### config.mk
export PLATFORM = sky130hd
export DESIGN_NAME = ssa_signature_analyzer
export DESIGN_NICKNAME = d
export VERILOG_FILES = /design/src/rtl/ssa_pkg.sv /design/src/rtl/sisr_core.sv /design/src/rtl/ssa_signature_analyzer.sv
export SDC_FILE = /design/constraint.sdc
export NUM_CORES = 1
export LEC_CHECK = 0
export CAP_MARGIN = 20
export CORE_MARGIN = 4
export CORE_UTILIZATION = 40
export CTS_CLUSTER_DIAMETER = 120
export DETAILED_ROUTE_END_ITERATION = 8
export PLACE_DENSITY_LB_ADDON = 0.08
export SLEW_MARGIN = 20
export SYNTH_ARGS = -nofsm -noshare
export SYNTH_HDL_FRONTEND = slang
export SYNTH_SLANG_ARGS = --single-unit
### constraint.sdc
create_clock -name clk -period 2.85 [get_ports clk]
set_clock_uncertainty 0.05 [all_clocks]
set_input_delay 0.57 -clock clk [delete_from_list [all_inputs] [get_ports clk]]
set_output_delay 0.57 -clock clk [all_outputs]
set_load 0.05 [all_outputs]
### src/rtl/ssa_pkg.sv
// rtl/ssa_pkg.sv - shared state encoding and default widths for the signature analyzer
package ssa_pkg;

    // Default signature width and bit-count width.
    localparam int SSA_N_DEFAULT  = 8;
    localparam int SSA_CW_DEFAULT = 16;

    typedef enum logic [1:0] {
        ST_IDLE = 2'd0,
        ST_RUN  = 2'd1,
        ST_DONE = 2'd2
    } ssa_state_e;

endpackage

### src/rtl/sisr_core.sv
// rtl/sisr_core.sv - n-bit Galois serial-input signature register (no control FSM)
//
// Ports:
//   clk, rst   clock, asynchronous active-high reset (clears the register)
//   load       load seed into the register (wins over step)
//   seed       value loaded on load
//   step       perform one compaction step with sin
//   sin        serial response bit
//   poly       feedback taps for stages 0..n-2 (the top stage always takes fb)
//   sig        current signature
//   sig_next   signature after compacting sin into sig (combinational)
import ssa_pkg::*;

module sisr_core #(
    parameter int n = SSA_N_DEFAULT
) (
    input  logic         clk,
    input  logic         rst,
    input  logic         load,
    input  logic [n-1:0] seed,
    input  logic         step,
    input  logic         sin,
    input  logic [n-2:0] poly,
    output logic [n-1:0] sig,
    output logic [n-1:0] sig_next
);

    logic fb;

    // Right-shifting Galois step: bit 0 leaves, mixes with sin, and is fed
    // back into the top stage and every tapped lower stage.
    always_comb begin
        fb       = sig[0] ^ sin;
        sig_next = '0;
        for (int i = 0; i < n - 1; i++) begin
            sig_next[i] = sig[i+1] ^ (fb & poly[i]);
        end
        sig_next[n-1] = fb;
    end

    always_ff @(posedge clk or posedge rst) begin
        if (rst) begin
            sig <= '0;
        end else if (load) begin
            sig <= seed;
        end else if (step) begin
            sig <= sig_next;
        end
    end

endmodule

### src/rtl/ssa_signature_analyzer.sv
// rtl/ssa_signature_analyzer.sv - BIST response compactor with session control and golden compare
//
// Ports:
//   clk, rst    clock, asynchronous active-high reset
//   start       pulse: latch poly/golden/len, load seed, begin a session
//   en, sin     serial response bit and its valid strobe
//   poly        feedback polynomial (bit n-1 unused)
//   seed        initial signature
//   golden      expected final signature
//   len         number of response bits in the session
//   busy        high while compacting
//   done        high once the session has finished, until next start
//   pass        final signature matched golden (valid while done)
//   signature   current signature register
//   bit_cnt     bits compacted so far
import ssa_pkg::*;

module ssa_signature_analyzer #(
    parameter int n  = SSA_N_DEFAULT,
    parameter int CW = SSA_CW_DEFAULT
) (
    input  logic          clk,
    input  logic          rst,
    input  logic          start,
    input  logic          en,
    input  logic          sin,
    input  logic [n-1:0]  poly,
    input  logic [n-1:0]  seed,
    input  logic [n-1:0]  golden,
    input  logic [CW-1:0] len,
    output logic          busy,
    output logic          done,
    output logic          pass,
    output logic [n-1:0]  signature,
    output logic [CW-1:0] bit_cnt
);

    ssa_state_e    state;
    logic [n-2:0]  poly_q;
    logic [n-1:0]  golden_q;
    logic [CW-1:0] len_q;
    logic [CW-1:0] cnt_inc;
    logic [n-1:0]  sig_next;
    logic          core_step;

    // The top polynomial bit has no effect on the Galois step.
    logic poly_msb_unused;
    assign poly_msb_unused = poly[n-1];

    assign cnt_inc = bit_cnt + {{(CW-1){1'b0}}, 1'b1};

    // start outranks en, so the bit presented alongside start is dropped.
    assign core_step = (state == ST_RUN) && en && !start;

    sisr_core #(
        .n(n)
    ) u_core (
        .clk      (clk),
        .rst      (rst),
        .load     (start),
        .seed     (seed),
        .step     (core_step),
        .sin      (sin),
        .poly     (poly_q),
        .sig      (signature),
        .sig_next (sig_next)
    );

    always_ff @(posedge clk or posedge rst) begin
        if (rst) begin
            state    <= ST_IDLE;
            poly_q   <= '0;
            golden_q <= '0;
            len_q    <= '0;
            bit_cnt  <= '0;
            busy     <= 1'b0;
            done     <= 1'b0;
            pass     <= 1'b0;
        end else if (start) begin
            poly_q   <= poly[n-2:0];
            golden_q <= golden;
            len_q    <= len;
            bit_cnt  <= '0;
            if (len == '0) begin
                // Empty session: the seed itself is the final signature.
                state <= ST_DONE;
                busy  <= 1'b0;
                done  <= 1'b1;
                pass  <= (seed == golden);
            end else begin
                state <= ST_RUN;
                busy  <= 1'b1;
                done  <= 1'b0;
                pass  <= 1'b0;
            end
        end else begin
            case (state)
                ST_RUN: begin
                    if (en) begin
                        bit_cnt <= cnt_inc;
                        if (cnt_inc == len_q) begin
                            // Compare against the value being written this
                            // edge so pass lines up with done.
                            state <= ST_DONE;
                            busy  <= 1'b0;
                            done  <= 1'b1;
                            pass  <= (sig_next == golden_q);
                        end
                    end
                end
                default: begin
                end
            endcase
        end
    end

endmodule

==> reports/metrics.csv <==
metric,value,unit
run_status,finished clean,
io_buffer_count,70,
grt_max_degree,59,
grt_pass1_wl,12200,um
ys_warn_count,0,
cp-start-kind,primary input,
path_clk_slew,0.07,ns
nNetsFinal,441,
routed_via_density,5.07,
max_stage_delay,0.53,ns
critPathSlowestCell,clkdlybuf4s50_1,
critical_path_arrival,2.84,ns
grt_pass1_vias,2484,
crit_type,in -> reg,
nFillCells,749,
cellPowerDensity,499,mW/mm2
cts_tree,yes,
syn-num-nets,360,
yosysUniqueCellTypes,46,
die_w,97.6,um
ys_ff_latch,58,
gp_congestion,0.777,
synthCells,314,
post-place-ws,-0.125,ns
synthArstFlopShare,100,%
drv_slew,0,
hpwl,5620,um
path_delay_family,XOR/XNOR gates,
fin_cells,502,
cts_resized,0,
finalCritPeriodShare,92.2,%
relSlewSlack,63.7,%
holdWs,0.468,ns
rr_startpoint,bit_cnt[1],
numCtsBuffers,9,
synthTopCellsByArea,"dfrtp_1, mux2_2, xnor2_1, xor2_1, nand2_1",
layout_setup_ws,0.223,ns
drtIter0Drc,108,
die_h,97.6,um
core,0.00777,mm2
finalSetupViolations,0,
cts_setup_buffers,0,
antenna_found_initial,0,
drtAntennaViolNets,0,
synthTopCellsByCount,"dfrtp_1, mux2_2, xnor2_1",
max_freq,381,MHz
io_pins,72,
cp_num_buf_inv,1,
crit_required,3.06,ns
period_needed,2.63,ns
drt_pass1_iterations,4,
route.detailed.drc,0,
cp_common_cell,xor2_1,
start_util,41.3,%
finalHoldViolCount,0,
drt-total-wl,7470,um
syn_area,0.00321,mm2
rows,32,
avgSynthCellArea,10.2,um2
utilization,54.8,%
grt-ovfl-total,0,
min-delay-start,poly_q[5],
design.die.area,0.00952,mm2
worst_skew_pair.late_latency,0.33,ns
clockRootBuffer,clkbuf_8,
p_leak,1.69,nW
rsz0062_at_grt,false,
fin_setup_tns,0,ns
end_kind,flip-flop,
ir_worst_vdd,0.314,mV
placed_cells,486,
cts_buffer_depth,2,
finalPower,2.13,mW
placed_cell_area,0.00407,mm2
tightest_slew,0.540,ns
vias,2545,
cp_max_fo,7,
cap_violations,0,
post-synth-top-area-cell,dfrtp_1,
yosysMostFrequentCell,dfrtp_1,
cts-htree-levels,3,
syn_to_final_growth,32.7,%
wl_per_cell,14.9,um
synth_edf_count,0,
synth.top_cell.area_share,45.2,%
hold_path_class,reg -> reg,
diodes,0,
cp_cell_sequence,clkdlybuf4s50_1 -> xor2_1 -> nand2_1 -> xor2_1 -> xnor2_1 -> or4_1 -> o21ai_0 -> mux2_4,
cts_sinks,58,
ys.flop_type,dfrtp_1,
grt_use_total,15.9,%
stdcell_area,0.00426,mm2
ys_seq_area_share,45.2,%
worstSetupStartpoint,sin,
drive_above_1_share,17.8,%
cts-hold-fix-buffers,0,
==> power breakdown <==
group | switching [mW] | total, mW | internal, mW
Combinational | 0.229 | 0.462 | 0.233
Sequential | 0.0587 | 0.944 | 0.885
Clock | 0.320 | 0.721 | 0.401
==> metal layers <==
layer	vias to the layer above	track usage, %	share of wire (%)
li1	1258	-	-
met1	1222	20.2	45
met2	61	26.8	49
met3	4	5.10	5.0
met4	0	2.88	0.56
met5	-	0	0
==> flip-flops by register name, summed over array words and instances, names as in the netlist <==
name and cells:
bit_cnt 16, done 1, golden_q 8, len_q 16, pass 1, poly_q 7
state 1, u_core.sig 8
==> logic make-up after synthesis <==
logic type | synth area share [%]
and+or+nand+nor | 15.6
DFF | 45.2
xor gates and xnor gates | 15.0
AOI/OAI and AO/OA | 9.04
muxes | 11.7
buffers and inverters | 3.12
adders and majority gates | 0.390
==> layout by cell type, fill, tap and decap left out, types with 4 or more instances in the layout <==
cell,instances
xor2_1,24
nand2_1,29
nor4_1,6
clkdlybuf4s50_1,69
a21oi_1,13
inv_1,5
nand4_1,5
nor2_1,22
o21ai_0,17
xnor2_1,31
buf_4,13
nand3_1,13
mux2_2,31
or3_1,4
clkbuf_8,9
dfrtp_1,58
==> final cells by class <==
| type | instances | area, um2 | area share [%] |
|---|---|---|---|
| repair buffers | 84 | 813 | 19.1 |
| inverters | 6 | 22.5 | 0.529 |
| multi-input cells | 236 | 1660 | 38.9 |
| clock inverters | 5 | 55.1 | 1.29 |
| well taps | 102 | 128 | 3.00 |
| flip-flops and latches | 58 | 1450 | 34.1 |
| clock buffers | 11 | 131 | 3.08 |
==> worst paths after layout <==
kind / end / slack [ns] / depth (start not counted)
max: pass / 0.22 / 8
min reg2reg: poly_q[5] / 0.47 / 1
max in group asynchronous: len_q[0] / 1.91 / 3
min: poly_q[5] / 0.47 / 1
min in group asynchronous: len_q[13] / 0.57 / 3
max reg2reg: pass / 0.22 / 8
Note: power is estimated with default switching activity, not from simulation.
